## src/rtl/acc_write_sequencer_if.sv

```systemverilog
// rtl/acc_write_sequencer_if.sv - instruction handshake and accumulator write bundle
//
// Purpose: groups the instruction handshake from the decoder and the
//          accumulator write port of the write sequencer.
// Ports (signals):
//   instr_valid/instr_ready         instruction handshake
//   instr_acc_addr/length/accumulate instruction payload
//   acc_wr_en/acc_wr_addr/acc_accumulate accumulator write port
//   busy/done                       instruction status
// Modports: master = decoder/accumulator side, slave = sequencer.
interface acc_write_sequencer_if #(
  parameter int ACC_ADDR_WIDTH = 16,
  parameter int LENGTH_WIDTH   = 32
);
  logic                      instr_valid;
  logic                      instr_ready;
  logic [ACC_ADDR_WIDTH-1:0] instr_acc_addr;
  logic [LENGTH_WIDTH-1:0]   instr_length;
  logic                      instr_accumulate;
  logic                      acc_wr_en;
  logic [ACC_ADDR_WIDTH-1:0] acc_wr_addr;
  logic                      acc_accumulate;
  logic                      busy;
  logic                      done;

  modport master (
    output instr_valid, instr_acc_addr, instr_length, instr_accumulate,
    input  instr_ready, acc_wr_en, acc_wr_addr, acc_accumulate, busy, done
  );

  modport slave (
    input  instr_valid, instr_acc_addr, instr_length, instr_accumulate,
    output instr_ready, acc_wr_en, acc_wr_addr, acc_accumulate, busy, done
  );
endinterface

```

## src/rtl/acc_write_sequencer.sv

```systemverilog
// rtl/acc_write_sequencer.sv - accumulator write address sequencer with latency-matched delay line
//
// Purpose: accepts one matrix-multiply instruction at a time, generates one
//          accumulator write address per row and delays address/flag through
//          an enable-gated pipeline so they meet the systolic result data.
// Ports:
//   clk    clock
//   rst    asynchronous active-high reset
//   enable global pipeline advance shared with the systolic datapath
//   bus    slave side of acc_write_sequencer_if (instruction in, writes out)
module acc_write_sequencer #(
  parameter int MATRIX_WIDTH   = 14,
  parameter int ACC_ADDR_WIDTH = 16,
  parameter int LENGTH_WIDTH   = 32,
  parameter int PIPE_DELAY     = 2*MATRIX_WIDTH+2
) (
  input  logic clk,
  input  logic rst,
  input  logic enable,
  acc_write_sequencer_if.slave bus
);

  typedef enum logic [1:0] {IDLE, ISSUE, DRAIN} state_t;

  state_t                    state_q, state_d;
  logic [ACC_ADDR_WIDTH-1:0] base_q;
  logic [LENGTH_WIDTH-1:0]   len_q;
  logic [LENGTH_WIDTH-1:0]   row_idx_q;
  logic                      acc_q;
  logic                      zero_done_q;

  // Delay line; pipe_last tags the final row so DRAIN knows when to finish.
  logic [PIPE_DELAY-1:0]     pipe_valid;
  logic [PIPE_DELAY-1:0]     pipe_last;
  logic [PIPE_DELAY-1:0]     pipe_acc;
  logic [ACC_ADDR_WIDTH-1:0] pipe_addr [PIPE_DELAY];

  logic accept;
  logic push;
  logic push_last;
  logic last_valid;
  logic final_emit;

  assign accept     = bus.instr_valid & bus.instr_ready;
  assign push       = (state_q == ISSUE) & enable;
  assign push_last  = (row_idx_q == len_q - LENGTH_WIDTH'(1));
  assign last_valid = pipe_valid[PIPE_DELAY-1];
  assign final_emit = (state_q == DRAIN) & last_valid & pipe_last[PIPE_DELAY-1] & enable;

  always_comb begin
    state_d = state_q;
    case (state_q)
      IDLE:    if (accept && (bus.instr_length != '0)) state_d = ISSUE;
      ISSUE:   if (push && push_last)                  state_d = DRAIN;
      DRAIN:   if (final_emit)                         state_d = IDLE;
      default:                                         state_d = IDLE;
    endcase
  end

  always_ff @(posedge clk or posedge rst) begin
    if (rst) begin
      state_q     <= IDLE;
      base_q      <= '0;
      len_q       <= '0;
      row_idx_q   <= '0;
      acc_q       <= 1'b0;
      zero_done_q <= 1'b0;
    end else begin
      state_q     <= state_d;
      // A zero-length instruction completes in the following cycle with no writes.
      zero_done_q <= accept && (bus.instr_length == '0);
      if (accept) begin
        base_q    <= bus.instr_acc_addr;
        len_q     <= bus.instr_length;
        acc_q     <= bus.instr_accumulate;
        row_idx_q <= '0;
      end else if (push) begin
        row_idx_q <= row_idx_q + LENGTH_WIDTH'(1);
      end
    end
  end

  always_ff @(posedge clk or posedge rst) begin
    if (rst) begin
      pipe_valid <= '0;
      pipe_last  <= '0;
      pipe_acc   <= '0;
      for (int i = 0; i < PIPE_DELAY; i++) pipe_addr[i] <= '0;
    end else if (enable) begin
      // Outside ISSUE the push is a bubble: valid=0 and zero payload.
      pipe_valid[0] <= push;
      pipe_last[0]  <= push & push_last;
      pipe_acc[0]   <= push & acc_q;
      pipe_addr[0]  <= push ? (base_q + ACC_ADDR_WIDTH'(row_idx_q)) : '0;
      for (int i = 1; i < PIPE_DELAY; i++) begin
        pipe_valid[i] <= pipe_valid[i-1];
        pipe_last[i]  <= pipe_last[i-1];
        pipe_acc[i]   <= pipe_acc[i-1];
        pipe_addr[i]  <= pipe_addr[i-1];
      end
    end
  end

  // Write strobe is gated by enable so a stalled final stage is not written twice.
  assign bus.instr_ready    = ~rst & (state_q == IDLE) & ~zero_done_q;
  assign bus.acc_wr_en      = last_valid & enable;
  assign bus.acc_wr_addr    = last_valid ? pipe_addr[PIPE_DELAY-1] : '0;
  assign bus.acc_accumulate = last_valid & pipe_acc[PIPE_DELAY-1];
  assign bus.busy           = (state_q != IDLE);
  assign bus.done           = zero_done_q | final_emit;

endmodule
```

## src/flat_wrapper.sv

```systemverilog
// flat-port wrapper written by rule: the top's interface ports become plain ports
module acc_write_sequencer_flat 
#(
  parameter int MATRIX_WIDTH   = 14,
  parameter int ACC_ADDR_WIDTH = 16,
  parameter int LENGTH_WIDTH   = 32,
  parameter int PIPE_DELAY     = 2*MATRIX_WIDTH+2
)
  (clk, rst, enable, bus_instr_valid, bus_instr_acc_addr, bus_instr_length, bus_instr_accumulate, bus_instr_ready, bus_acc_wr_en, bus_acc_wr_addr, bus_acc_accumulate, bus_busy, bus_done);
  acc_write_sequencer_if #(.ACC_ADDR_WIDTH(ACC_ADDR_WIDTH), .LENGTH_WIDTH(LENGTH_WIDTH)) bus_i ();
  input  logic clk;
  input  logic rst;
  input  logic enable;
  input wire logic [$bits(bus_i.instr_valid)-1:0] bus_instr_valid;
  input wire logic [$bits(bus_i.instr_acc_addr)-1:0] bus_instr_acc_addr;
  input wire logic [$bits(bus_i.instr_length)-1:0] bus_instr_length;
  input wire logic [$bits(bus_i.instr_accumulate)-1:0] bus_instr_accumulate;
  output wire logic [$bits(bus_i.instr_ready)-1:0] bus_instr_ready;
  output wire logic [$bits(bus_i.acc_wr_en)-1:0] bus_acc_wr_en;
  output wire logic [$bits(bus_i.acc_wr_addr)-1:0] bus_acc_wr_addr;
  output wire logic [$bits(bus_i.acc_accumulate)-1:0] bus_acc_accumulate;
  output wire logic [$bits(bus_i.busy)-1:0] bus_busy;
  output wire logic [$bits(bus_i.done)-1:0] bus_done;
  assign bus_i.instr_valid = bus_instr_valid;
  assign bus_i.instr_acc_addr = bus_instr_acc_addr;
  assign bus_i.instr_length = bus_instr_length;
  assign bus_i.instr_accumulate = bus_instr_accumulate;
  assign bus_instr_ready = bus_i.instr_ready;
  assign bus_acc_wr_en = bus_i.acc_wr_en;
  assign bus_acc_wr_addr = bus_i.acc_wr_addr;
  assign bus_acc_accumulate = bus_i.acc_accumulate;
  assign bus_busy = bus_i.busy;
  assign bus_done = bus_i.done;
  acc_write_sequencer #(.MATRIX_WIDTH(MATRIX_WIDTH), .ACC_ADDR_WIDTH(ACC_ADDR_WIDTH), .LENGTH_WIDTH(LENGTH_WIDTH), .PIPE_DELAY(PIPE_DELAY)) u_core (.clk(clk), .rst(rst), .enable(enable), .bus(bus_i));
endmodule
```

## config.mk

```make
export PLATFORM = sky130hd
export DESIGN_NAME = acc_write_sequencer_flat
export DESIGN_NICKNAME = d
export VERILOG_FILES = /design/src/rtl/acc_write_sequencer_if.sv /design/src/rtl/acc_write_sequencer.sv /design/src/flat_wrapper.sv
export SDC_FILE = /design/constraint.sdc
export NUM_CORES = 1
export LEC_CHECK = 0
export CORE_AREA = 4 4 184 275
export CTS_BUF_LIST = sky130_fd_sc_hd__clkbuf_4 sky130_fd_sc_hd__clkbuf_8 sky130_fd_sc_hd__clkbuf_16
export CTS_CLUSTER_SIZE = 20
export DETAILED_ROUTE_END_ITERATION = 6
export DIE_AREA = 0 0 188 279
export GPL_ROUTABILITY_DRIVEN = 0
export PLACE_DENSITY = 0.68
export SKIP_LAST_GASP = 1
export SYNTH_ARGS = -nofsm -noshare
export SYNTH_HDL_FRONTEND = slang
export SYNTH_SLANG_ARGS = --single-unit
export TNS_END_PERCENT = 20
```

## constraint.sdc

```tcl
create_clock -name clk -period 59.8 [get_ports clk]
set_input_delay 8.97 -clock clk [delete_from_list [all_inputs] [get_ports clk]]
set_output_delay 8.97 -clock clk [all_outputs]
set_load 0.01 [all_outputs]
```

Word level (Yosys, flattened, before mapping)
Cells that the tools add are included.

Word-level logic and storage cells: 79. Input bits: 53. Bits in read-only memories: 0. Bits in writable memories: 0. Bits in registers: 654. Memories kept: 0. Output and inout port bits: 21. Bits in latches: 0.

Eq/ne operators: 6. Reductions and logical operators: 9. $mul: 0. Bitwise logic cells: 14. Shifts and indexed selects: 0. Divide/modulo/power cells: 0. $lt $le $gt $ge: 0. Add/sub/neg operators: 3. Mux-type cells: 8.

Operators with widths (number): $mux 32 (2); $add 32x1->32 const B (1); $eq 32x32->1 (1); $logic_not 32->1 (1); $mux 16 (2); $reduce_bool 32->1 (1); $sub 32x1->32 const B (1); $add 16x16->16 (1); $and 1x1->1 (11); $mux 2 (3); $pmux 2 s3 (1); $ne 2x1->1 const B (2); $reduce_bool 2->1 (2); $logic_and 1x1->1 (3); $reduce_and 3->1 (1); $eq 2x1->1 const B (1); $eq 2x2->1 const B (1); $logic_not 2->1 (1); $ne 2x2->1 const B (1); $not 1->1 (2); $or 1x1->1 (1).

Logic depth before layout (Yosys ltp)
Depth after elaboration: 7. Mapped depth: 10.

Least setup slack after synthesis
Ideal clock, no wire load.

Kind: input-to-output. Start point: input port enable. End point: output port bus_done. Cell stages on the path: 5. Arrival time: 9.972 ns. Slack: 40.858 ns. Buffers on the path: 2. Cell sequence: clkbuf_1 clkbuf_1 and2_1 nand2_1 o21bai_1.

Cells in the longest elaborated chain, start to end: 2.

RTL lines: from (decl) (RTL line flat_wrapper.sv:13) `input logic enable;`; $and 1x1->1 (RTL line acc_write_sequencer.sv:48) `assign final_emit = (state_q == DRAIN) & last_valid & pipe_last[PIPE_DELAY-1] & enable;`; $or 1x1->1 (RTL line acc_write_sequencer.sv:110) `assign bus.done = zero_done_q | final_emit;`; to (decl) (RTL line flat_wrapper.sv:23) `output wire logic [$bits(bus_i.done)-1:0] bus_done;`.

No other way between the ends.

Final worst setup path
Same ends and word-level chain as after synthesis.

==> flow_summary.toml <==
[floorplanning]
start_util_pct = 54.3
die_h_um = 279
fp.dieW_um = 188
rows = 99
design.die.area_um2 = 52500
io_pins = 74
fp.coreArea_um2 = 48400

[detailed_routing]
routed-wl-met3_mm = 1.35
via_count = 14100
met1_length_mm = 17.3
drt_iter0_drc = 683
drc = 0
viasPerCell = 5.37
routedWlPerCell_um = 15.6
highest_layer = "met4"
wl_met2_mm = 20.9
drt_first_pass_iters = 5
ant_nets = 0
routed_wl_mm = 40.9

[worst_setup_path]
cp_top_family = "buffers and inverters"
crit_required_ps = 50830
crit_slowest_cell = "clkdlybuf4s50_1"
cp-start-kind = "input port"
crit_start = "enable"
r2r-start = "u_core.row_idx_q[0]$_DFFE_PP0P_"
worstSetupPathType = "input port to primary output"
crit_fanout = 112
path_cells = "buf_8 -> and2_1 -> nand2_1 -> o21bai_1 -> clkdlybuf4s50_1"
arrival_ps = 10760
end_kind = "primary output"
max_stage_delay_ps = 560
crit_buf_inv = 2

[finish]
drive_above_1_share_pct = 35.0
areaGrowthSynthToFinish_pct = 13.1
num-fill-cells = 3784
fin_nets = 1995
num_antenna_cells = 0

[cts]
clk_path_buf_depth = 3
htreeDepth = 2
ctsResizeCount = 0
hold_buffers = 0
worstSkewPairLatency_ps = 590
cts_tree = "yes"
clk_pin_slew_ps = 60
clock-root-buffer = "clkbuf_16"
cts_setup_buffers = 0
cts_buffers = 59
cts.sinks = 654

[grt]
overflow = 0
grt_max_degree = 201
antenna_found_initial = 0
grt_pass1_vias = 14800
grt_usage_pct = 15.8
grt_pass1_wl_mm = 71.2

[placed_design]
post-place-ws_ps = 40120
io_buffers = 73
hpwl_mm = 25.6

[sta]
tns_ps = 0
setup-violations-final = 0
slew_headroom_pct = 27.8
final.setup.worst_slack_ps = 40070
slew_violations = 0
rsz0062_at_grt = "false"
clock.fmax_ghz = 0.0507
post-route-period-util_pct = 33.0
tightestPinTransition_ps = 1070
hold_violations = 0
fin_worst_skew_ps = 17.7
min_period_ps = 19730

[yosys]
synth_nets = 1938
synth.most_common_cell = "dfrtp_1"
syn-cell-area_um2 = 26300
ys_warn_count = 0
synth_edf_count = 0
ys_top_cells_by_count = "dfrtp_1, mux2_2, nand2_1"
syn_inst = 1867
synth.top_cell.area_share_pct = 62.2
synth_cell_types = 61
async_reset_ff_share_pct = 100
netlist.top_cell.by_area = "dfrtp_1"
ys.flop_type = "dfrtp_1"
avgSynthCellArea_um2 = 14.1
ys_ff_latch = 654
ys_seq_area_share_pct = 62.2
synthTopCellsByArea = "dfrtp_1, mux2_2, nand2_1"

[outcome]
outcome = "completed"

[worst_hold_path]
hold_class = "flop to flop"
min_from = "u_core.acc_q$_DFFE_PP0P_"

[job]
maxCapViolCount = 0

[pwr]
peakVddDrop_uv = 26.4
p_leak_nw = 14.3
power_density_nw_per_um2 = 43.9
kinds of logic (layout without fill, tap and decap cells):
group / count (synthesis) / after routing / synth area share, %
AND/OR/NAND/NOR: 370 / 370 / 6.75
AO/OA/AOI/OAI: 95 / 95 / 2.42
buffers and inverters: 98 / 205 / 1.45
XOR/XNOR: 76 / 76 / 2.53
flip-flops: 654 / 654 / 62.2
multiplexers: 556 / 556 / 23.8
adder cells (fa/ha/maj): 18 / 18 / 0.884
layer usage:
layer  up-vias  track usage [%]
met2       202             27.5
met3        89             2.34
li1       6649                -
met4         0             5.82
met1      7191             20.2
met5         -                0
area by class of cell:
class	instances	area, µm²	area share (%)
flip-flops and latches	654	16400	55.0
clock buffers	85	1780	5.97
well taps	656	821	2.76
multi-input cells	1115	9570	32.1
inverters	8	37.5	0.126
clock inverters	26	337	1.13
repair buffers	86	858	2.88
final timing paths:
| kind | end | slack [ps] | cells after the start |
|---|---|---|---|
| max | bus_done | 40070 | 5 |
| min reg2reg | u_core.acc_q$_DFFE_PP0P_ | 480 | 2 |
| max reg2reg | u_core.pipe_addr[478]$_DFFE_PP0P_ | 56490 | 10 |
| min | u_core.acc_q$_DFFE_PP0P_ | 480 | 2 |
| min in group asynchronous | u_core.zero_done_q$_DFF_PP0_ | 9000 | 2 |
| max in group asynchronous | u_core.pipe_addr[62]$_DFFE_PP0P_ | 47380 | 5 |
tightest hold or removal path, cell delays in order, from the launching register on:
cell	delay, ps
dfrtp_1	350
nand2_1	50
nand2_1	50
through the flow:
step	cells	instance area, µm²	util, %	power [mW]	hold WS, ps
after floorplan	1867	26300	-	0.857	447
after global placement	2519	27700	57.1	0.905	460
after detailed placement	2519	27700	57.1	0.922	474
after CTS	2630	29800	61.5	1.33	490
after global routing	2630	29800	61.5	1.39	512
final	2630	29800	61.5	1.31	483
flip-flops by register name, summed over array words and instances (netlist names):
register,cells
u_core.state_q,2
u_core.pipe_addr,480
u_core.pipe_valid,30
u_core.acc_q,1
u_core.zero_done_q,1
u_core.pipe_acc,30
u_core.len_q,32
u_core.row_idx_q,32
u_core.base_q,16
u_core.pipe_last,30
cell usage in the layout, fill, tap and decap left out, drive strengths merged, types with 12 or more instances in the layout:
cell type      count
ha                17
buf               14
xnor2             40
nor3              20
dfrtp            654
clkdlybuf4s50     72
a21oi             19
nor4              13
o21ai             24
clkinv            14
a22o              12
or3               14
nand3             21
nor2              56
mux2             553
and2              21
nand2            169
clkbuf            85
xor2              36
report_power, final:
group / switching (mW) / leakage (nW) / internal, mW
logic: 0.0966 / 4.58 / 0.144
registers: 0.0845 / 8.66 / 0.585
clock network: 0.159 / 1.05 / 0.237
Note: power is estimated with default switching activity, not from simulation.
